===== src/rtl/warp_instr_decoder.sv =====
// Multi-warp instruction decoder: decodes one (instruction, warp) per cycle
// into a control bundle, queues bundles in a small FIFO toward issue, and
// tracks per-warp halt state plus decode/illegal statistics.
module warp_instr_decoder #(
  parameter int unsigned NUM_WARPS  = 4,
  parameter int unsigned FIFO_DEPTH = 2,
  parameter int unsigned CNT_WIDTH  = 16,
  parameter int unsigned IS_SCALAR  = 0,
  localparam int unsigned WID_W     = (NUM_WARPS > 1) ? $clog2(NUM_WARPS) : 1
) (
  input  logic                 clk,
  input  logic                 reset,
  input  logic                 in_valid,
  output logic                 in_ready,
  input  logic [31:0]          in_instruction,
  input  logic [WID_W-1:0]     in_warp_id,
  input  logic [NUM_WARPS-1:0] warp_restart,
  output logic                 out_valid,
  input  logic                 out_ready,
  output logic [WID_W-1:0]     out_warp_id,
  output logic                 out_reg_write_enable,
  output logic                 out_mem_write_enable,
  output logic                 out_mem_read_enable,
  output logic                 out_branch,
  output logic                 out_halt,
  output logic                 out_illegal,
  output logic                 out_scalar_instruction,
  output logic [1:0]           out_reg_input_mux,
  output logic [31:0]          out_immediate,
  output logic [4:0]           out_rd,
  output logic [4:0]           out_rs1,
  output logic [4:0]           out_rs2,
  output logic [4:0]           out_alu_instruction,
  output logic [NUM_WARPS-1:0] warp_halted,
  output logic [CNT_WIDTH-1:0] decode_count,
  output logic [CNT_WIDTH-1:0] illegal_count
);

  localparam int unsigned DATA_W = 32;
  localparam int unsigned REG_W  = 5;
  localparam int unsigned ALU_W  = 5;
  localparam int unsigned MUX_W  = 2;
  localparam int unsigned OPC_W  = 3;
  localparam int unsigned PTR_W  = (FIFO_DEPTH > 1) ? $clog2(FIFO_DEPTH) : 1;
  localparam int unsigned OCC_W  = $clog2(FIFO_DEPTH + 1);

  localparam logic [OPC_W-1:0] OPC_R    = 3'd0;
  localparam logic [OPC_W-1:0] OPC_I    = 3'd1;
  localparam logic [OPC_W-1:0] OPC_F    = 3'd2;
  localparam logic [OPC_W-1:0] OPC_M    = 3'd3;
  localparam logic [OPC_W-1:0] OPC_J    = 3'd4;
  localparam logic [OPC_W-1:0] OPC_UP   = 3'd5;
  localparam logic [OPC_W-1:0] OPC_HALT = 3'd7;

  typedef enum logic [MUX_W-1:0] {
    MUX_ALU_OUT   = 2'd0,
    MUX_LSU_OUT   = 2'd1,
    MUX_IMMEDIATE = 2'd2
  } reg_input_mux_t;

  typedef enum logic [ALU_W-1:0] {
    ALU_ADD = 5'd0, ALU_SUB = 5'd1, ALU_MUL = 5'd2, ALU_DIV = 5'd3,
    ALU_SLT = 5'd4, ALU_SEQ = 5'd5, ALU_SNEZ = 5'd6, ALU_MIN = 5'd7,
    ALU_ABS = 5'd8, ALU_ADDI = 5'd9, ALU_MULI = 5'd10, ALU_DIVI = 5'd11,
    ALU_SLLI = 5'd12, ALU_FADD = 5'd13, ALU_FSUB = 5'd14, ALU_FMUL = 5'd15,
    ALU_FDIV = 5'd16, ALU_FLT = 5'd17, ALU_FNEG = 5'd18, ALU_FEQ = 5'd19,
    ALU_FMIN = 5'd20, ALU_FABS = 5'd21, ALU_FCVT_W_S = 5'd22,
    ALU_FCVT_S_W = 5'd23, ALU_JAL = 5'd24, ALU_BEQ = 5'd25
  } alu_instruction_t;

  typedef struct packed {
    logic [WID_W-1:0] warp_id;
    logic             reg_we;
    logic             mem_we;
    logic             mem_re;
    logic             branch;
    logic             halt;
    logic             illegal;
    logic             scalar;
    reg_input_mux_t   mux;
    logic [DATA_W-1:0] imm;
    logic [REG_W-1:0] rd;
    logic [REG_W-1:0] rs1;
    logic [REG_W-1:0] rs2;
    alu_instruction_t alu;
  } entry_t;

  // Idle/default bundle: everything zero except mux and ALU op.
  function automatic entry_t entry_default();
    entry_t e;
    e     = '0;
    e.mux = MUX_ALU_OUT;
    e.alu = ALU_ADDI;
    return e;
  endfunction

  function automatic logic [PTR_W-1:0] ptr_inc(input logic [PTR_W-1:0] p);
    return (p == PTR_W'(FIFO_DEPTH - 1)) ? '0 : p + PTR_W'(1);
  endfunction

  logic [OPC_W-1:0] opc_c;
  logic [2:0]       f3_c;
  logic [3:0]       f4_c;
  entry_t           dec_c;
  logic             bad_c;
  logic             halted_hit_c;
  logic             accept_c, push_c, pop_c;

  logic [OCC_W-1:0]     count_q, count_d;
  logic [PTR_W-1:0]     rd_ptr_q, rd_ptr_d, wr_ptr_q, wr_ptr_d;
  logic [NUM_WARPS-1:0] warp_halted_q, warp_halted_d;
  logic [CNT_WIDTH-1:0] decode_cnt_q, decode_cnt_d, illegal_cnt_q, illegal_cnt_d;
  entry_t               fifo_q [FIFO_DEPTH];
  entry_t               head_c;

  assign opc_c = in_instruction[31:29];
  assign f3_c  = in_instruction[14:12];
  assign f4_c  = in_instruction[13:10];

  // Decode the offered instruction into a bundle; illegal encodings collapse to defaults.
  always_comb begin
    dec_c         = entry_default();
    dec_c.warp_id = in_warp_id;
    bad_c         = 1'b0;
    case (opc_c)
      OPC_HALT: dec_c.halt = 1'b1;
      OPC_J: begin
        if (f3_c == 3'b000) begin
          dec_c.alu = ALU_JAL;
          dec_c.imm = DATA_W'($signed({in_instruction[28:13], in_instruction[9:0], 2'b00}));
        end else if (f3_c == 3'b001) begin
          dec_c.alu    = ALU_BEQ;
          dec_c.branch = 1'b1;
          dec_c.rs1    = in_instruction[9:5];
          dec_c.rs2    = in_instruction[18:14];
          dec_c.imm    = DATA_W'($signed({in_instruction[28:19], in_instruction[13],
                                          in_instruction[4:0], 2'b00}));
        end else begin
          bad_c = 1'b1;
        end
      end
      OPC_R: begin
        dec_c.rd     = in_instruction[4:0];
        dec_c.rs1    = in_instruction[9:5];
        dec_c.rs2    = in_instruction[18:14];
        dec_c.reg_we = 1'b1;
        case (f4_c)
          4'b0000: dec_c.alu = ALU_ADD;
          4'b0001: dec_c.alu = ALU_SUB;
          4'b0010: dec_c.alu = ALU_MUL;
          4'b0011: dec_c.alu = ALU_DIV;
          4'b0100: dec_c.alu = ALU_SLT;
          4'b0110: dec_c.alu = ALU_SEQ;
          4'b0111: dec_c.alu = ALU_SNEZ;
          4'b1000: dec_c.alu = ALU_MIN;
          4'b1001: dec_c.alu = ALU_ABS;
          default: bad_c = 1'b1;
        endcase
      end
      OPC_I: begin
        dec_c.rd     = in_instruction[4:0];
        dec_c.rs1    = in_instruction[9:5];
        dec_c.reg_we = 1'b1;
        dec_c.imm    = DATA_W'($signed(in_instruction[27:14]));
        case (f4_c)
          4'b0000: dec_c.alu = ALU_ADDI;
          4'b0010: dec_c.alu = ALU_MULI;
          4'b0011: dec_c.alu = ALU_DIVI;
          4'b1010: dec_c.alu = ALU_SLLI;
          default: bad_c = 1'b1;
        endcase
      end
      OPC_F: begin
        dec_c.rd     = in_instruction[4:0];
        dec_c.rs1    = in_instruction[9:5];
        dec_c.reg_we = 1'b1;
        // FP ops are numbered contiguously from FADD in funct4 order.
        if (f4_c <= 4'd10) dec_c.alu = alu_instruction_t'(ALU_W'(ALU_FADD) + ALU_W'(f4_c));
        else bad_c = 1'b1;
      end
      OPC_M: begin
        case (f4_c)
          4'b0000: begin
            dec_c.rd     = in_instruction[4:0];
            dec_c.rs1    = in_instruction[9:5];
            dec_c.reg_we = 1'b1;
            dec_c.mem_re = 1'b1;
            dec_c.mux    = MUX_LSU_OUT;
            dec_c.imm    = DATA_W'($signed(in_instruction[28:14]));
          end
          4'b0001: begin
            dec_c.rs1    = in_instruction[9:5];
            dec_c.rs2    = in_instruction[18:14];
            dec_c.mem_we = 1'b1;
            dec_c.imm    = DATA_W'($signed({in_instruction[28:19], in_instruction[4:0]}));
          end
          default: bad_c = 1'b1;
        endcase
      end
      OPC_UP: begin
        dec_c.rd     = in_instruction[4:0];
        dec_c.reg_we = 1'b1;
        dec_c.mux    = MUX_IMMEDIATE;
        dec_c.imm    = {in_instruction[28:9], 12'b0};
      end
      default: bad_c = 1'b1;
    endcase
    if (bad_c) begin
      dec_c         = entry_default();
      dec_c.warp_id = in_warp_id;
      dec_c.illegal = 1'b1;
    end
    dec_c.scalar = (IS_SCALAR != 0) && !dec_c.halt;
  end

  // Look up the halted flag of the issuing warp (out-of-range ids read as running).
  always_comb begin
    halted_hit_c = 1'b0;
    for (int unsigned w = 0; w < NUM_WARPS; w++) begin
      if (in_warp_id == WID_W'(w)) halted_hit_c = warp_halted_q[w];
    end
  end

  assign in_ready  = (count_q < OCC_W'(FIFO_DEPTH));
  assign out_valid = (count_q != '0);
  assign accept_c  = in_valid && in_ready;
  assign push_c    = accept_c && !halted_hit_c;
  assign pop_c     = out_valid && out_ready;

  // Next-state for FIFO bookkeeping, halt flags and statistics counters.
  always_comb begin
    count_d       = count_q;
    rd_ptr_d      = rd_ptr_q;
    wr_ptr_d      = wr_ptr_q;
    decode_cnt_d  = decode_cnt_q;
    illegal_cnt_d = illegal_cnt_q;
    warp_halted_d = warp_halted_q & ~warp_restart;
    if (push_c && !pop_c)      count_d = count_q + OCC_W'(1);
    else if (!push_c && pop_c) count_d = count_q - OCC_W'(1);
    if (push_c) wr_ptr_d = ptr_inc(wr_ptr_q);
    if (pop_c)  rd_ptr_d = ptr_inc(rd_ptr_q);
    if (push_c) begin
      decode_cnt_d = decode_cnt_q + CNT_WIDTH'(1);
      if (dec_c.illegal && (illegal_cnt_q != '1)) illegal_cnt_d = illegal_cnt_q + CNT_WIDTH'(1);
    end
    // A HALT accepted this edge beats a same-edge restart of that warp.
    for (int unsigned w = 0; w < NUM_WARPS; w++) begin
      if (push_c && dec_c.halt && (in_warp_id == WID_W'(w))) warp_halted_d[w] = 1'b1;
    end
  end

  // Control state with asynchronous active-low reset.
  always_ff @(posedge clk or negedge reset) begin
    if (!reset) begin
      count_q       <= '0;
      rd_ptr_q      <= '0;
      wr_ptr_q      <= '0;
      warp_halted_q <= '0;
      decode_cnt_q  <= '0;
      illegal_cnt_q <= '0;
    end else begin
      count_q       <= count_d;
      rd_ptr_q      <= rd_ptr_d;
      wr_ptr_q      <= wr_ptr_d;
      warp_halted_q <= warp_halted_d;
      decode_cnt_q  <= decode_cnt_d;
      illegal_cnt_q <= illegal_cnt_d;
    end
  end

  // Bundle storage; validity is carried by count_q, so no reset is needed here.
  always_ff @(posedge clk) begin
    if (push_c) fifo_q[wr_ptr_q] <= dec_c;
  end

  // Head entry, forced to the idle bundle while the buffer is empty.
  always_comb begin
    head_c = entry_default();
    if (out_valid) head_c = fifo_q[rd_ptr_q];
  end

  assign out_warp_id            = head_c.warp_id;
  assign out_reg_write_enable   = head_c.reg_we;
  assign out_mem_write_enable   = head_c.mem_we;
  assign out_mem_read_enable    = head_c.mem_re;
  assign out_branch             = head_c.branch;
  assign out_halt               = head_c.halt;
  assign out_illegal            = head_c.illegal;
  assign out_scalar_instruction = head_c.scalar;
  assign out_reg_input_mux      = head_c.mux;
  assign out_immediate          = head_c.imm;
  assign out_rd                 = head_c.rd;
  assign out_rs1                = head_c.rs1;
  assign out_rs2                = head_c.rs2;
  assign out_alu_instruction    = head_c.alu;
  assign warp_halted            = warp_halted_q;
  assign decode_count           = decode_cnt_q;
  assign illegal_count          = illegal_cnt_q;

endmodule


===== config.mk =====
export PLATFORM = sky130hd
export DESIGN_NAME = warp_instr_decoder
export DESIGN_NICKNAME = d
export VERILOG_FILES = /design/src/rtl/warp_instr_decoder.sv
export SDC_FILE = /design/constraint.sdc
export NUM_CORES = 1
export LEC_CHECK = 0
export CORE_MARGIN = 5
export CORE_UTILIZATION = 30
export CTS_BUF_LIST = sky130_fd_sc_hd__clkbuf_4
export CTS_CLUSTER_SIZE = 40
export DETAILED_ROUTE_END_ITERATION = 7
export SYNTH_ARGS = -nofsm -noshare
export SYNTH_HDL_FRONTEND = slang
export SYNTH_SLANG_ARGS = --single-unit

===== constraint.sdc =====
create_clock -name clk -period 5.2 [get_ports clk]
set_input_delay 0.52 -clock clk [delete_from_list [all_inputs] [get_ports clk]]
set_output_delay 0.52 -clock clk [all_outputs]
set_load 0.02 [all_outputs]

; Word level (Yosys, flattened, before mapping)
; Memories as Yosys holds them, arrays and structs flattened.
; Cells that the tools add are included.
; W data, S select, Z words.
[word_totals]
ff_bits = 40
ramBits = 124
inputBits = 42
output_inout_bits = 101
elab_cells = 115
n_memories = 1
[memory_table]
columns = memory, words, width, read_ports, rd_ports_with_merged_regs, write_ports, line
row1 = fifo_q, 2, 62, 1, 0, 1, 113  ; entry_t fifo_q [FIFO_DEPTH];
[classes]
n_addsub = 7
order_cmp = 2
n_eq_ne = 20
mux = 50
bitwise = 2
reduce_logical = 27
[ops]
columns = op, count
row1 = $pmux W32 S4, 1
row2 = $mux W32, 2
row3 = $pmux W32 S2, 1
row4 = $mux W63, 1
row5 = $mux W61, 1
row6 = $pmux W4 S9, 1
row7 = $add A16 B1 Y16 const B, 2
row8 = $pmux W5 S3, 2
row9 = $mux W1, 25
row10 = $mux W5, 5
row11 = $pmux W5 S4, 1
row12 = $ne A16 B16 Y1 const B, 1
row13 = $mux W15, 1
row14 = $eq A4 B3 Y1 const B, 3
row15 = $eq A4 B4 Y1 const B, 3
row16 = $logic_and A1 B1 Y1, 11
row17 = $mux W10, 1
row18 = $pmux W5 S2, 1
row19 = $eq A3 B3 Y1 const B, 3
row20 = $pmux W3 S3, 1
row21 = $reduce_or A9 Y1, 1
row22 = $eq A4 B2 Y1 const B, 2
row23 = $reduce_or A4 Y1, 2
row24 = $eq A3 B1 Y1 const B, 2
row25 = 24 further kinds, 34

; Logic depth before layout (Yosys ltp)
; Gate-level depths: netlist of the first run.
[depth]
depth_word = 11
depth_mapped = 10
ltp_nobuf = 8

; Worst setup path after synthesis of the first run
; Ideal clock, no wire load.
[synth_path]
path_type = input to register
startpoint = in in_warp_id[1]
endpoint = mem fifo_q[0][0] in the netlist's numbering (enable)
setup_time_ns = 0.482
arrival_ns = 3.627
t_required_ns = 4.718
path_slack_ns = 1.091
cell_stages = 4
path_buffers = 0
cell_sequence = nor3b_1 o211ai_1 o21a_1 nor2_1
[synth_between]
elab_chain_len = 9
elab_cells_between_ends = 12
classes_between = eq/ne (3) / mux (6) / reduce/logical (3)
[synth_rtl]
columns = element, line
row1 = from (decl), 16  ; input logic [WID_W-1:0] in_warp_id,
row2 = $logic_not A2 Y1, 220  ; if (in_warp_id == WID_W'(w)) halted_hit_c = warp_halted_q[w];
row3 = $mux W1 (3 in series), 220
row4 = $mux W1 (*), 220
row5 = $logic_not A1 Y1 (*), 227  ; assign push_c = accept_c && !halted_hit_c;
row6 = $logic_and A1 B1 Y1 (*), 227
row7 = $mux W1 (*), 273  ; if (push_c) fifo_q[wr_ptr_q] <= dec_c;
row8 = $mux W1 (not written as such) (*), 273
row9 = to (decl), 113
; Every way passes the cells marked *; elsewhere a longest branch is shown, timed or not.

; Final worst setup path of the first run
[layout_path]
startpoint = reg rd_ptr_q
endpoint = out out_rs1[0]
[layout_between]
elab_chain_len = 2
[layout_rtl]
columns = element, line
row1 = from (decl), 110  ; logic [PTR_W-1:0] rd_ptr_q, rd_ptr_d, wr_ptr_q, wr_ptr_d;
row2 = from (signal assigned), 263  ; rd_ptr_q <= rd_ptr_d;
row3 = $mem_v2 Z2 W62, -
row4 = $mux W63, 279  ; if (out_valid) head_c = fifo_q[rd_ptr_q];
row5 = to (decl), 31  ; output logic [4:0] out_rs1,
; Every way passes these cells.

==> metrics.md, run 1 <==
| Metric | Value |
|---|---|
| Combinational power share | 0.412 |
| Routed via count | about 5300 |
| Ys flop type | edfxtp_1 |
| Status | completed |
| Number of clock sinks | 164 |
| IO buf count | between 100 and 150 |
| Final Slew Violations | 0 |
| Synth Register Bits | about 160 |
| Clock transition at path regs | approximately 0.15 ns |
| Top achievable clock speed | 284 MHz |
| Critical-path top delay cell | dfrtp_4 |
| Core area | 25200 sq um |
| H-tree depth | 4 |
| Critical Path RT | ~4.7 ns |
| First-pass GRT wire length | 30.9 mm |
| Row count | 58 |
| Syn-to-layout area delta | 26.7% |
| Final nets | 823 |
| Syn nets | about 690 |
| Max VDD drop | 168 uV |
| Critical path launch point type | flop |
| Non-Filler Instances | 1118 |
| Pin count of the biggest net entering global routing | 47 |
| Crit share post-route | 0.677 |
| Die ar. | about 29000 sq um |
| Leak pwr | approximately 3.6 nW |
| Avg Cell Area, Syn | ~12 sq um |
| Root buffer cell | clkbuf_4 |
| Worst-Margin Slew | 0.959 ns |
| Most common library cells after synthesis | edfxtp_1, nor2_1, mux2i_1 |
| Drt first pass iters | 5 |
| Initial Util | 0.305 |
| Die height | approximately 170 um |
| CTS tree | yes |
| Clock Power Share | 0.171 |
| Pint | 0.00271 W |
| Slew HR | 0.357 |
| CP max stage delay | 0.96 ns |
| DRT antenna net count | 0 |
| Share of layout cells above drive strength 1 | 0.0724 |
| Tightest Hold Check Type | input port to asynchronous set/reset pin |
| RSZ-0062 raised after global routing | no |
| Ys Warns | 0 |
| Net switching power | 0.00164 W |
| Number of distinct library cells after synthesis | 60 |
| Setup slack at placement | between 1.5 and 2 ns |
| Initial antenna violation count | 1 |
| Ys async rst share | 0.244 |
| Area leader, netlist | edfxtp_1 |
| Pwr dens | 447 nW/um^2 |
| Most common cell in the synthesized netlist | edfxtp_1 |
| Seq pwr share | 0.418 |
| Drt drc | 0 |
| # setup viols final | 0 |
| WL per Instance | between 15 and 20 um |
| GRT Util Overall | 0.138 |
| Sequential area share after synthesis | 0.615 |
| Cells after DPL | 1085 |
| Total CTS buffers | 17 |
| Setup WS post-layout | around 1.7 ns |
| Final hold viol count | 0 |
| Data arrival time of the worst path | 3.00 ns |
| Worst-path maximum fanout | 44 |
| Post-CTS Resized | 0 |
| Synthesized instance count | between 600 and 700 |
| Hold-fix buffers, CTS | 0 |
| Total gr overflow | 0 |
| Net Sw Frac | 0.376 |
| Post-CTS setup buffers | 0 |
| Critical setup path kind | flop to output pin |
| DP HPWL | 14.4 mm |
| Clock Skews | 0.0242 ns |
| Number of DRC markers in iteration 0 | around 360 |
| Vias in the first global route | roughly 5300 |
| Post-synth EDFFs | ~120 |
| Worst-case clock buffer depth | 2 |
| Crit. End Element | output pin |
| Gpl congestion | between 0.8 and 0.9 |
| Io pins | roughly 140 |
| Post-Syn Area | 7680 sq um |
| DR vias/cell | between 4 and 5 |
| Share of the synthesized area in the top cell type | 0.485 |
| Setup TNS | 0 ns |
| Min cycle time layout | 3.52 ns |
| Clk_lat worst skew | 0.55 ns |
| # Max-Cap Violations | 0 |
| WL final | roughly 20 mm |
| Die Wd | between 150 and 200 um |
| Area contributors post-synth | edfxtp_1, dfrtp_1, mux2i_1 |
| Crit-path cells | buf_4, mux2i_1, nor2_1, clkdlybuf4s50_1 |
[critical path, delay by kind of cell, from the launching register on]
family / cells / cell delay [ns]
muxes: 1 / 0.34
buffers and inverters: 2 / 1.05
and+or+nand+nor: 1 / 0.08
DFF: 1 / 0.96
[registers in the layout (all words and copies together) (netlist names)]
signal	cells
count_q	2
decode_count	16
fifo_q	124
illegal_count	16
rd_ptr_q	1
warp_halted	4
wr_ptr_q	1
[kinds of logic (layout without fill, tap and decap cells)]
logic type,after synthesis,after routing,synth area share
AOI/OAI and AO/OA,86,86,0.0742
xor gates and xnor gates,34,34,0.0388
adders and majority gates,7,7,0.0114
buffers and inverters,47,195,0.0262
DFF,164,164,0.615
muxes,69,69,0.0910
other,1,2,0.000488
and+or+nand+nor,231,231,0.143
[power by group through the flow]
stage               Sequential [W]  Clock [W]  Combinational [W]
finish                     0.00182   0.000743            0.00179
floorplan                  0.00179          0            0.00102
detailed placement         0.00185          0            0.00182
CTS                        0.00182   0.000775            0.00183
global route               0.00185   0.000824            0.00191
global placement           0.00185          0            0.00182
[cell usage in the layout (no fill, tap or decap), types with 13 or more instances in the layout]
cell type and count:
xnor2_1 26, clkdlybuf4s50_1 140, nand4_1 14, nand2_1 44, edfxtp_1 124, o21ai_0 19, a21oi_1 17, dfrtp_1 39
nor2_1 101, a31oi_1 13, clkbuf_4 17, inv_1 13, and2_1 18, mux2i_1 62
[routing by layer]
| layer | vias to the layer above | routed length, um | global-route usage |
|---|---|---|---|
| li1 | 2593 | - | - |
| met1 | 2587 | 8550 | 0.177 |
| met2 | 148 | 10100 | 0.230 |
| met3 | 15 | 1210 | 0.0381 |
| met4 | 0 | 238 | 0.0396 |
| met5 | - | 0 | 0 |
[path summary, 6_finish.rpt]
kind | from | endpoint | slack [ns] | cells after the start
worst min-delay path | reset | count_q[0]$_DFFE_PN0P_ | 0.09 | 1
worst min register to register | decode_count[15]$_DFFE_PN0P_ | decode_count[15]$_DFFE_PN0P_ | 0.49 | 1
max in group asynchronous | reset | rd_ptr_q$_DFFE_PN0P_ | 4.43 | 1
worst max-delay path | rd_ptr_q$_DFFE_PN0P_ | out_rs1[0] | 1.68 | 4
min in group clk | decode_count[15]$_DFFE_PN0P_ | decode_count[15]$_DFFE_PN0P_ | 0.49 | 1
worst max register to register | count_q[1]$_DFFE_PN0P_ | fifo_q[1][8]$_DFFE_PP_ | 2.45 | 6
[metrics by stage]
| stage | power [W] | instance area (sq um) | utilization | hold slack (ns) |
|---|---|---|---|---|
| 6_report | 0.00435 | 9730 | 0.387 | 0.0936 |
| 2_1_floorplan | 0.00280 | 7680 | - | 0.224 |
| 5_1_grt | 0.00459 | 9730 | 0.387 | 0.106 |
| 4_1_cts | 0.00442 | 9730 | 0.386 | 0.0443 |
| 3_3_place_gp | 0.00366 | 9450 | 0.375 | 0.461 |
| 3_5_place_dp | 0.00367 | 9450 | 0.375 | 0.463 |
[final cells by class]
class	instances	area, sq um
sequential	164	4730
clock inverter	15	154
clock buffer	17	128
antenna	1	2.50
fill	2407	15400
inverter	14	52.6
multi-input combinational	428	2780
tap	330	413
timing repair buffer	149	1480
Note: power is estimated with default switching activity, not from simulation.
==> run 2, diff against run 1 <==
Clock period 5.2 ns to 3.6 ns, I/O delays scaled along.
==> metrics.md, run 2 (same netlist as run 1, synthesis figures left out) <==
| Metric | Value |
|---|---|
| # Max-Cap Violations | 0 (unchanged) |
| Crit share post-route | 0.824 |
| Crit. End Element | output pin |
| Hold Crit Depth | 2 |
| Slew HR | 0.394 (+0.0369) |
| Die Wd | 170 um (unchanged) |
| Met2 WL | 10.3 mm (+1.9%) |
| Clk_lat worst skew | 0.56 ns (about the same) |
| Placed cell area | 9550 sq um (+1.1%) |
| Seq pwr share | 0.405 (-0.013) |
| First-pass GRT wire length | 31.5 mm (+1.8%) |
| WL final | 20.5 mm (+1.9%) |
| Met3 WL | 1.29 mm (+6.4%) |
| Root buffer cell | clkbuf_4 |
| Die ar. | 28900 sq um (unchanged) |
| Setup slack at placement | 0.520 ns (-1.14 ns) |
| Number of DRC markers in iteration 0 | 348 (-3.6%) |
| WL per Instance | 18.2 um (+0.96%) |
| Status | completed |
| Leak pwr | 3.68 nW (+1.7%) |
| Max VDD drop | 284 uV (+69%) |
| Gpl congestion | 0.852 (+5.2%) |
| Clock Skews | 0.0177 ns (-0.00655 ns) |
| Drt first pass iters | 7 (+2) |
| H-tree depth | 4 (unchanged) |
| Most common cell after layout, fill and taps aside | clkdlybuf4s50_1 |
| Worst R2R End | fifo_q[1][34]$_DFFE_PP_ |
| Worst-case clock buffer depth | 2 (unchanged) |
| RSZ-0062 raised after global routing | no |
| DRT antenna net count | 0 (unchanged) |
| R2r setup slk | 1.09 ns (-1.36 ns) |
| GRT Util Overall | 0.142 (+0.00343) |
| Critical Path RT | 3.24 ns (-1.44 ns) |
| Initial Util | 0.305 (unchanged) |
| Min cycle time layout | around 3.0 ns |
| Share of layout cells above drive strength 1 | 0.0829 (+0.0105) |
| Combinational power share | 0.422 (+0.010) |
| Core area | 25200 sq um (unchanged) |
| Final instance area | 9850 sq um (+1.2%) |
| Pint | 0.00396 W (+46%) |
| Critical path launch point type | flop |
| Final hold viol count | 0 (unchanged) |
| R2r startpoint | count_q[1]$_DFFE_PN0P_ |
| Final nets | 833 (+1.2%) |
| Total gr overflow | 0 (unchanged) |
| Net Sw Frac | 0.377 (+0.000763) |
| Clock Power Share | 0.173 (+0.002) |
| Setup TNS | 0 ns (unchanged) |
| Register name with the most flops | fifo_q |
| Final Slew Violations | 0 (unchanged) |
| Number of clock sinks | 164 (unchanged) |
| IO buf count | 141 (unchanged) |
| Routed via count | 5435 (+1.7%) |
| Worst R2R Path Depth | 7 (+1) |
| Pwr dens | 645 nW/um^2 (+44%) |
| Vias in the first global route | 5325 (+1.4%) |
| Initial antenna violation count | 2 (+1) |
| Drt drc | 0 (unchanged) |
| Met1 WL | 8.54 mm (about the same) |
| Pin count of the biggest net entering global routing | 63 (+34%) |
| Fin Hold WS | 0.355 ns (+0.262 ns) |
| Hold Path Origin | warp_restart[0] |
| Critical setup path kind | flop to output pin |
| Io pins | 143 (unchanged) |
| Worst-path maximum fanout | 42 (-4.5%) |
| Tightest Hold Check Type | input port to flop |
| Syn-to-layout area delta | 28.1% |
| Commonest non-fill, non-tap cells in the layout | clkdlybuf4s50_1, edfxtp_1, nor2_1, mux2i_1, nand2_1 |
| Hold-critical path endpoint | warp_halted[0]$_DFF_PN0_ |
| DR vias/cell | 4.82 (+0.82%) |
| Worst-Margin Slew | 0.910 ns (-0.0495 ns) |
| Largest register FFs | 124 (unchanged) |
| Clock transition at path regs | 0.13 ns (-0.02 ns) |
| CTS tree | yes |
| Top achievable clock speed | between 300 and 400 MHz |
| Power Total | 0.00635 W (+46%) |
| Row count | 58 (unchanged) |
| Die height | 170 um (unchanged) |
| DP HPWL | 14.7 mm (+2.1%) |
| Net switching power | 0.00240 W (+46%) |
| Data arrival time of the worst path | 2.61 ns (-0.39 ns) |
| DR top layer | met4 |
| # setup viols final | 0 (unchanged) |
| Total CTS buffers | 17 (unchanged) |
| Setup WS post-layout | 0.633 ns (-1.05 ns) |
## run 2: changes by cell type in the layout (fill, tap and decap cells not counted), moves of 2 or more
cell	before	now
buf_4	7	13
clkinv_1	5	3
clkinv_4	3	1
inv_6	2	4
buf_12	1	4
## run 2: area by class of cell
class	instances	area, sq um
Multi-Input combinational cell	428	2780
Antenna cell	2	5.00
Sequential cell	164	4730
Fill cell	2440	15300
Tap cell	330	413
Inverter	14	52.6
Timing Repair Buffer	159	1590
Clock buffer	17	128
Clock inverter	14	151
## run 2: critical path, cell delays in order (launching register included)
cell and delay, ns:
dfrtp_4 0.73, buf_12 0.36, mux2i_1 0.12, nor2_1 0.19, clkdlybuf4s50_1 0.64
## run 2: routing by layer
layer / GRT usage / vias up
met5: 0 / -
met3: 0.0369 / 26
li1: - / 2602
met4: 0.0510 / 0
met1: 0.180 / 2651
met2: 0.235 / 156
## run 2: stage by stage
stage                util  std cells
floorplan               -        639
finish              0.391       1128
CTS                 0.391       1126
global placement    0.379       1094
detailed placement  0.379       1094
global route        0.391       1128
## run 2: timing repair
item / 4_1_cts / 5_1_grt
setup endpoints to repair: 0 / 0
setup buffers: 0 / 0
hold buffers: 1 / 0
resized for setup: 0 / 0
endpoints found under the hold margin: 40 / 0
## run 2: power by group through the flow
stage / clock [W] / sequential (W) / combinational [W]
after floorplan: 0 / 0.00258 / 0.00147
after global placement: 0 / 0.00261 / 0.00273
after detailed placement: 0 / 0.00262 / 0.00274
after CTS: 0.00115 / 0.00257 / 0.00275
after global routing: 0.00122 / 0.00261 / 0.00288
final: 0.00110 / 0.00257 / 0.00268
## run 2: worst max path at each step
stage                                   endpoint                    from  depth (start not counted)  slack [ns]
finish                         out_immediate[16]    rd_ptr_q$_DFFE_PN0P_                          4        0.63
global route                          out_rs2[0]    rd_ptr_q$_DFFE_PN0P_                          4        0.44
CTS                            out_immediate[16]    rd_ptr_q$_DFFE_PN0P_                          4        0.51
detailed placement  illegal_count[4]$_DFFE_PN0P_      in_instruction[11]                         10        0.52
global placement    illegal_count[4]$_DFFE_PN0P_      in_instruction[11]                         10        0.56
floorplan                 fifo_q[1][0]$_DFFE_PP_  count_q[1]$_DFFE_PN0P_                          5        0.53
==> run 3, diff against run 2 <==
Clock period 3.6 ns to 3 ns, I/O delays scaled along.
==> metrics.md, run 3 (same netlist as run 1, synthesis figures left out) <==
| Metric | Value |
|---|---|
| Routed via count | 5447 (+0.22%) |
| R2r startpoint | warp_halted[0]$_DFF_PN0_ |
| Cells after DPL | 1101 (+0.64%) |
| Top achievable clock speed | roughly 370 MHz |
| Tightest Hold Check Type | input port to flop |
| Largest register FFs | 124 (unchanged) |
| Core area | 25200 sq um (unchanged) |
| Crit. End Element | output pin |
| Pwr dens | 784 nW/um^2 (+21%) |
| Root buffer cell | clkbuf_4 |
| Total CTS buffers | 17 (unchanged) |
| Worst-case clock buffer depth | 2 (unchanged) |
| # Max-Cap Violations | 0 (unchanged) |
| Fill cells | 2412 (-1.1%) |
| Drt drc | 0 (unchanged) |
| Status | completed |
| Initial Util | 0.305 (unchanged) |
| Final Slew Violations | 0 (unchanged) |
| Syn-to-layout area delta | 29.8% |
| CTS tree | yes |
| Setup TNS | 0 ns (unchanged) |
| Sequential cell area | 4730 sq um (unchanged) |
| Commonest non-fill, non-tap cells in the layout | clkdlybuf4s50_1, edfxtp_1, nor2_1, mux2i_1, nand2_1 |
| Critical setup path kind | flop to output pin |
| Gpl congestion | 0.849 (-0.33%) |
| Die Wd | 170 um (unchanged) |
| Crit share post-route | 0.896 |
| GRT Util Overall | 0.142 (-0.000294) |
| Die ar. | 28900 sq um (unchanged) |
| Final nets | 841 (+0.96%) |
| Clk_lat worst skew | 0.56 ns (about the same) |
| Critical Path RT | 2.70 ns (-0.54 ns) |
| Drt first pass iters | 5 (-2) |
| CP max stage delay | 0.71 ns (-0.02 ns) |
| IO buf count | 141 (unchanged) |
| Worst R2R Path Depth | 6 (-1) |
| Critical path launch point type | flop |
| Total gr overflow | 0 (unchanged) |
| # setup viols final | 0 (unchanged) |
| Die height | 170 um (unchanged) |
| Slew HR | 0.370 (-0.0234) |
| Vias in the first global route | 5585 (+4.9%) |
| DR vias/cell | 4.79 (-0.57%) |
| Crit. Startpoint | rd_ptr_q$_DFFE_PN0P_ |
| WL final | 20.4 mm (-0.64%) |
| Worst-Margin Slew | 0.945 ns (+0.0351 ns) |
| Data arrival time of the worst path | 2.39 ns (-0.22 ns) |
| H-tree depth | 4 (unchanged) |
| Initial antenna violation count | 2 (unchanged) |
| Hold Path Origin | warp_restart[3] |
| CP endpoint | out_immediate[28] |
| Clock transition at path regs | 0.15 ns (+0.02 ns) |
| Worst R2R End | fifo_q[1][51]$_DFFE_PP_ |
| Most common cell after layout, fill and taps aside | clkdlybuf4s50_1 |
| Number of DRC markers in iteration 0 | 428 (+23%) |
| Top delay family on crit path | buffers and inverters |
| Io pins | 143 (unchanged) |
| Clock Skews | 0.0199 ns (+0.00222 ns) |
| CP Buf/Inv Count | 2 (unchanged) |
| Share of layout cells above drive strength 1 | 0.0944 (+0.0115) |
| Leak pwr | 3.75 nW (+1.9%) |
| Register name with the most flops | fifo_q |
| Crit-path cells | buf_4, mux2i_1, nor2_1, clkdlybuf4s50_1 |
| DRT antenna net count | 0 (unchanged) |
| Final hold viol count | 0 (unchanged) |
| Power Total | 0.00782 W (+23%) |
| R2r setup slk | 0.58 ns (-0.51 ns) |
| Pin count of the biggest net entering global routing | 64 (+1.6%) |
| WL per Instance | 17.9 um (-1.4%) |
| First-pass GRT wire length | 31.6 mm (+0.35%) |
| Min cycle time layout | 2.69 ns |
| Number of clock sinks | 164 (unchanged) |
| Worst-path maximum fanout | 20 (-52%) |
| Logic depth of the worst path, buffers included | 4 (unchanged) |
| DP HPWL | 14.3 mm (-2.3%) |
| Area occupied by multi-input gates | 2780 sq um (unchanged) |
| Max VDD drop | 319 uV (+12%) |
| Critical-path top delay cell | dfrtp_4 |
| RSZ-0062 raised after global routing | no |
| Non-Filler Instances | 1137 (+0.80%) |
| Row count | 58 (unchanged) |
-- run 3: cell type report --
| type | count | share of cell area |
|---|---|---|
| inverter | 14 | 0.00527 |
| multi-input combinational | 428 | 0.278 |
| timing repair buffer | 167 | 0.168 |
| clock inverter | 15 | 0.0193 |
| clock buffer | 17 | 0.0128 |
| antenna | 2 | 0.000502 |
| tap | 330 | 0.0414 |
| sequential | 164 | 0.474 |
-- run 3: metrics by stage --
stage | hold slack [ns] | area [sq um] | setup slack [ns] | utilization
final | 0.283 | 9970 | 0.313 | 0.396
after global routing | 0.236 | 9970 | 0.142 | 0.396
after CTS | 0.236 | 9970 | 0.235 | 0.396
after detailed placement | 0.463 | 9620 | 0.0117 | 0.382
after global placement | 0.464 | 9620 | 0.0737 | 0.382
after floorplan | 0.00441 | 7690 | 0.593 | -
-- run 3: timing repair --
action	4_1_cts	5_1_grt
endpoints found under the hold margin	40	0
buffers inserted	1	0
gates resized for setup	0	0
hold buffers	1	0
endpoints found under the setup margin	4	0
-- run 3: where the power goes --
| group | total, W | internal [W] | switching, W |
|---|---|---|---|
| Sequential | 0.00308 | 0.00282 | 0.000252 |
| Combinational | 0.00331 | 0.00148 | 0.00183 |
| Clock | 0.00144 | 0.000603 | 0.000832 |
-- run 3: worst register-to-register path: stages (launching register included) --
cell      delay [ns]
dfrtp_1         0.38
inv_1           0.06
o211ai_1        0.30
o21a_1          0.43
clkinv_1        0.37
and2_2          0.32
buf_12          0.21
-- run 3: worst min path at each step --
stage	endpoint	slack (ns)	cells past startpoint
5_1_grt	warp_halted[0]$_DFF_PN0_	0.24	2
3_5_place_dp	decode_count[15]$_DFFE_PN0P_	0.46	1
6_report	warp_halted[3]$_DFF_PN0_	0.28	2
3_3_place_gp	decode_count[15]$_DFFE_PN0P_	0.46	1
2_1_floorplan	count_q[0]$_DFFE_PN0P_	0.004	0
4_1_cts	warp_halted[3]$_DFF_PN0_	0.24	2
-- run 3: metal layers --
metal / global-route usage / vias to the layer above / part of all wire
met5: 0 / - / 0
met4: 0.0542 / 0 / 0.020
met3: 0.0348 / 20 / 0.060
met2: 0.231 / 158 / 0.50
met1: 0.182 / 2648 / 0.42
li1: - / 2621 / -
==> edit 1: new RTL, settings of run 2 <==
Change the parameter `FIFO_DEPTH` from 2 to 8.
--- a/src/rtl/warp_instr_decoder.sv
+++ b/src/rtl/warp_instr_decoder.sv
@@ -3,7 +3,7 @@
 // tracks per-warp halt state plus decode/illegal statistics.
 module warp_instr_decoder #(
   parameter int unsigned NUM_WARPS  = 4,
-  parameter int unsigned FIFO_DEPTH = 2,
+  parameter int unsigned FIFO_DEPTH = 8,
   parameter int unsigned CNT_WIDTH  = 16,
   parameter int unsigned IS_SCALAR  = 0,
   localparam int unsigned WID_W     = (NUM_WARPS > 1) ? $clog2(NUM_WARPS) : 1
Function: changed (Yosys sat finds a counterexample within 4 cycles, from zero or initial values and one cycle with reset low).
==> edit 1 against run 2 <==
Clock skew rose by 34 ps; routed wire length rose to 2.8 times the old value; final area rose to 2.8 times the old value; critical path depth rose by 2; first-iteration DRC count rose to 2.8 times the old value; critical path type unchanged; setup slack got worse by 410 ps; total power rose to 3.2 times the old value; synthesized area rose to 2.9 times the old value; sequential cell count rose by 378.
==> edit 1: results (changes against run 2) <==
| Metric | Value |
|---|---|
| Status | `finished, final reports clean (unchanged)` |
| HP Class | `in -> reg (unchanged)` |
| Clk_skew | `51.22 ps (was 17.67 ps)` |
| Seq/Total Area, Yosys | `72.06% (was 61.48%)` |
| Post-DP Area | `25300 um2 (was 9553 um2)` |
| Static leakage | `0.009595 uW (was 0.003678 uW)` |
| Final GP Congestion | `0.8063 (was 0.8517)` |
| Final wirelength | `56.59 mm (was 20.52 mm)` |
| CP top delay family | `multiplexers (was buffers and inverters)` |
| Fraction of synthesized area in multiplexers | `15.67% (was 9.101%)` |
| Synth async-reset ratio | `8.487% (was 24.39%)` |
| Clock root cell | `clkbuf_4 (unchanged)` |
| Area contributors post-synth | `edfxtp_1, mux4_2, dfrtp_1 (was edfxtp_1, dfrtp_1, mux2i_1)` |
| Number of I/O port buffers | `141 (unchanged)` |
| Yosys warns | `0 (unchanged)` |
| Post-Synth Adder-Cell Area | `0.8204% (was 1.140%)` |
| Drt first pass iters | `5 (was 7)` |
| Number of synthesized flops with an enable pin | `496 (was 124)` |
| Antenna violations before repair | `10 (was 2)` |
| Initial DRC count | `969 (was 348)` |
| Worst-path clk slew | `70 ps (was 130 ps)` |
| GRT Overall Usage | `14.40% (was 14.18%)` |
| Worst vdd ir | `0.3699 mV (was 0.2835 mV)` |
| Complex-gate fraction of the synthesized area | `3.062% (was 7.424%)` |
| Top-count cell post-synth | `edfxtp_1 (unchanged)` |
| H-Tree Depth | `4 (unchanged)` |
| Max FFs per register | `496 (was 124)` |
| Largest net degree at the start of global routing | `63 (unchanged)` |
| First-pass GRT wire length | `85.28 mm (was 31.48 mm)` |
| List of most frequent post-synthesis cells | `edfxtp_1, mux4_2, nor2_1 (was edfxtp_1, nor2_1, mux2i_1)` |
| Nets@finish | `1580 (was 833)` |
| Clk buf depth | `3 (was 2)` |
| Clk Latency, worst-skew pair | `940 ps (was 560 ps)` |
| Vias in the first global route | `13690 (was 5325)` |
| Net Count, Synth | `1286 (was 688)` |
| Share of layout cells above drive strength 1 | `27.91% (was 8.291%)` |
| Crit path DAT | `3020 ps (was 2610 ps)` |
| Worst path slowest cell | `mux4_2 (was dfrtp_4)` |
| Vias/cell | `4.854 (was 4.818)` |
| Slew margin rel. | `44.85% (was 39.36%)` |
| CP max stage delay | `540 ps (was 730 ps)` |
| Worst-path maximum fanout | `27 (was 42)` |
| Distinct cells, synth | `59 (was 60)` |
| Inserted Clock Buffers | `145 (was 17)` |
| Dpl hpwl | `33.69 mm (was 14.66 mm)` |
| Top reg by flops | `fifo_q (unchanged)` |
| XOR/XNOR Fraction of Synth Area | `1.377% (was 3.875%)` |
==> edit 1: cell types whose count changed in the layout (fill, tap and decap cells not counted), sizes merged, moves of 8 or more <==
cell	before	now
edfxtp	124	496
clkbuf	17	204
mux4	0	124
clkdlybuf4s50	140	80
dlygate4sd2	0	57
buf	18	63
clkinv	6	35
nor3	7	21
and2	20	9
inv	19	27
o21ai	19	27
==> edit 1: worst paths after layout <==
| path | startpoint | endpoint | slack, ps | depth (start not counted) |
|---|---|---|---|---|
| max in group asynchronous | reset | wr_ptr_q[1]$_DFFE_PN0P_ | 2830 | 4 |
| worst min-delay path | in_valid | warp_halted[3]$_DFF_PN0_ | 170 | 3 |
| worst max-delay path | rd_ptr_q[0]$_DFFE_PN0P_ | out_immediate[16] | 220 | 6 |
| worst max register to register | count_q[3]$_DFFE_PN0P_ | fifo_q[4][9]$_DFFE_PP_ | 740 | 7 |
| min in group asynchronous | reset | illegal_count[15]$_DFFE_PN0P_ | 510 | 4 |
| worst min register to register | decode_count[15]$_DFFE_PN0P_ | decode_count[15]$_DFFE_PN0P_ | 480 | 1 |
==> edit 1: power breakdown <==
group	switching (uW)	leakage, uW	internal (uW)
Combinational	4000	0.00327	3250
Sequential	292	0.00523	7420
Clock	2530	0.00109	2990
Total	6820	0.00960	13700
==> edit 1: routing by layer <==
layer | up-vias | track usage (%) | share of wire, %
li1 | 5583 | - | -
met1 | 6545 | 18.12 | 41
met2 | 433 | 23.23 | 49
met4 | 10 | 4.285 | 1.4
met3 | 70 | 5.670 | 8.2
met5 | - | 0 | 0.11
==> edit 1: layout make-up <==
class                   instances  area, um2
clock buffers                 204       1531
flip-flops and latches        542      16060
well taps                     969       1212
inverters                      24      90.09
clock inverters                49      367.9
fillers                      6942      46540
multi-input cells             599       6035
repair buffers                212       2227
diodes                          5      12.51
==> edit 1: stage by stage <==
stage / std cells / setup TNS, ps / setup slack [ps]
after floorplan: 1230 / -209080 / -791.4
after global placement: 2328 / 0 / 305.1
after detailed placement: 2328 / 0 / 243.7
after CTS: 2599 / 0 / 1.847
after global routing: 2601 / 0 / 8.357
final: 2604 / 0 / 217.8
==> edit 1: logic make-up (layout without fill, tap and decap cells) <==
group,after synthesis,in the layout
AO/OA/AOI/OAI,105,105
XOR/XNOR,35,35
adder cells (fa/ha/maj),14,14
buffers and inverters,89,489
flip-flops,542,542
multiplexers,193,193
other,1,6
AND/OR/NAND/NOR,251,251
==> edit 1: what timing repair did <==
item	4_1_cts	5_1_grt
hold endpoints to repair	50	0
setup endpoints to repair	62	2
cloned	2	0
buffers inserted	8	0
hold buffers	8	0
gates resized for setup	84	2
==> edit 1: worst register-to-register path: stages, from the launching register on <==
cell	delay, ps
dfrtp_1	410
inv_1	130
nand4_1	150
o21a_2	310
inv_1	340
nand2b_1	350
nor3b_4	310
buf_12	430
==> edit 2: new RTL, config.mk and constraints of run 2 <==
Without the edit above. Make the reset (`reset`) synchronous in one clocked block. Comments in the files are not updated.
--- a/src/rtl/warp_instr_decoder.sv
+++ b/src/rtl/warp_instr_decoder.sv
@@ -250,7 +250,7 @@
   end
 
   // Control state with asynchronous active-low reset.
-  always_ff @(posedge clk or negedge reset) begin
+  always_ff @(posedge clk) begin
     if (!reset) begin
       count_q       <= '0;
       rd_ptr_q      <= '0;
Formal check against the unedited RTL: differs if reset is asserted again (counterexample within 4 cycles, from zero or initial values and one cycle with reset low); with reset held inactive, the same outputs for 4 cycles.
==> edit 2 against run 2 <==
Total power fell by 9.9%; critical endpoint is now out_immediate[12]; routed wire length rose by 1.4%; combinational power fell by 19%; hold slack improved by 51 ps; count of clock-buffer cells in the layout did not move; global-route usage fell by 0.25 points; critical path type unchanged; setup slack improved by 55 ps; utilization barely moved; cell count rose by 3.9%; synthesized area rose by 1.1%; sequential cell count rose by 1; final area rose by 0.46%.
==> edit 2: results (changes against run 2) <==
| Metric | Value |
|---|---|
| Share of layout cells above drive strength 1 | `7.610% (was 8.291%)` |
| Drt wl/cell | `17.75 um (was 18.19 um)` |
| Max FFs per register | `124 (unchanged)` |
| Status | `finished, final reports clean (unchanged)` |
| Nets@finish | `877 (was 833)` |
| Post-DP Area | `9594 um2 (was 9553 um2)` |
| Drt first pass iters | `6 (was 7)` |
| Static leakage | `0.003277 uW (was 0.003678 uW)` |
| Final GP Congestion | `0.8822 (was 0.8517)` |
| List of most frequent post-synthesis cells | `edfxtp_1, nor2_1, mux2i_1 (unchanged)` |
| Net Count, Synth | `741 (was 688)` |
| Seq/Total Area, Yosys | `58.51% (was 61.48%)` |
| GR Util met2 | `21.87% (was 23.49%)` |
| M3 GR Usage | `4.298% (was 3.693%)` |
| Number of I/O port buffers | `141 (unchanged)` |
| Crit path DAT | `2550 ps (was 2610 ps)` |
| First-pass GRT wire length | `31.51 mm (was 31.48 mm)` |
| Vias/cell | `4.991 (was 4.818)` |
| Dpl hpwl | `14.69 mm (was 14.66 mm)` |
| Setup WS pre-CTS | `394.3 ps (was 520.3 ps)` |
| GRT Overall Usage | `13.94% (was 14.18%)` |
| Worst vdd ir | `0.2639 mV (was 0.2835 mV)` |
| Initial DRC count | `548 (was 348)` |
| Antenna violations before repair | `3 (was 2)` |
| Slew margin rel. | `51.07% (was 39.36%)` |
| Vias in the first global route | `5641 (was 5325)` |
| Worst-path clk slew | `160 ps (was 130 ps)` |
| Met1 usage | `18.69% (was 17.97%)` |
| Distinct cells, synth | `65 (was 60)` |
| Area contributors post-synth | `edfxtp_1, dfxtp_1, mux2i_1 (was edfxtp_1, dfrtp_1, mux2i_1)` |
| Synth async-reset ratio | `0% (was 24.39%)` |
## edit 2: cell types whose count changed after synthesis, moves of 6 or more
cell	before	now
xnor2_1	26	11
nor4_1	2	8
clkbuf_1	21	27
a21oi_1	17	32
mux2_2	7	0
nand2_1	44	54
dfxtp_1	0	41
dfrtp_1	40	0
nor2_1	104	116
and2_1	19	12
## edit 2: stage by stage
step | hold WS, ps | utilization (%) | std cells
3_3_place_gp | 473.9 | 37.88 | 1139
6_report | 406.4 | 39.06 | 1172
3_5_place_dp | 482.5 | 37.88 | 1139
4_1_cts | 365.3 | 39.05 | 1171
2_1_floorplan | 458.9 | - | 692
5_1_grt | 353.5 | 39.06 | 1172
## edit 2: final timing paths
kind                                                       to  cells after the start                 startpoint  slack (ps)
worst max-delay path                        out_immediate[12]                      4    count_q[1]$_SDFFE_PN0P_         690
worst min-delay path                warp_halted[0]$_SDFF_PN0_                      4            warp_restart[0]         410
worst max register to register  illegal_count[6]$_SDFFE_PN0P_                      7  warp_halted[3]$_SDFF_PN0_        1240
worst min register to register      warp_halted[3]$_SDFF_PN0_                      2  warp_halted[3]$_SDFF_PN0_         500
## edit 2: worst max-delay path, cell delays in order (launching register included)
cell and delay (ps):
dfxtp_1 380, nor2_4 450, buf_4 480, nor2_1 110
clkdlybuf4s50_1 570
## edit 2: final cells by class
cell class / instances / area (um2)
tap: 330 / 412.9
fill: 2472 / 15430
inverter: 19 / 72.57
clock buffer: 17 / 127.6
clock inverter: 15 / 167.7
multi-input combinational: 469 / 2987
antenna: 1 / 2.502
sequential: 165 / 4548
timing repair buffer: 156 / 1574
## edit 2: kinds of logic (layout without fill, tap and decap cells)
group | count (synthesis) | count (layout) | share of synthesized area [%]
adders and majority gates | 7 | 7 | 1.128
other | 1 | 2 | 0.04829
xor gates and xnor gates | 22 | 22 | 2.481
buffers and inverters | 58 | 207 | 3.319
DFF | 165 | 165 | 58.51
muxes | 68 | 68 | 8.925
and+or+nand+nor | 258 | 258 | 15.71
AOI/OAI and AO/OA | 113 | 113 | 9.876
## edit 2: power breakdown
group | switching (uW) | internal, uW
Sequential | 114 | 2340
Clock | 725 | 376
Combinational | 1260 | 912
Total | 2100 | 3620
## edit 2: per-layer routing
layer | vias up | wire [um]
met2 | 246 | 9442
met1 | 2784 | 9040
met3 | 24 | 1888
li1 | 2792 | -
met5 | - | 23
met4 | 4 | 404
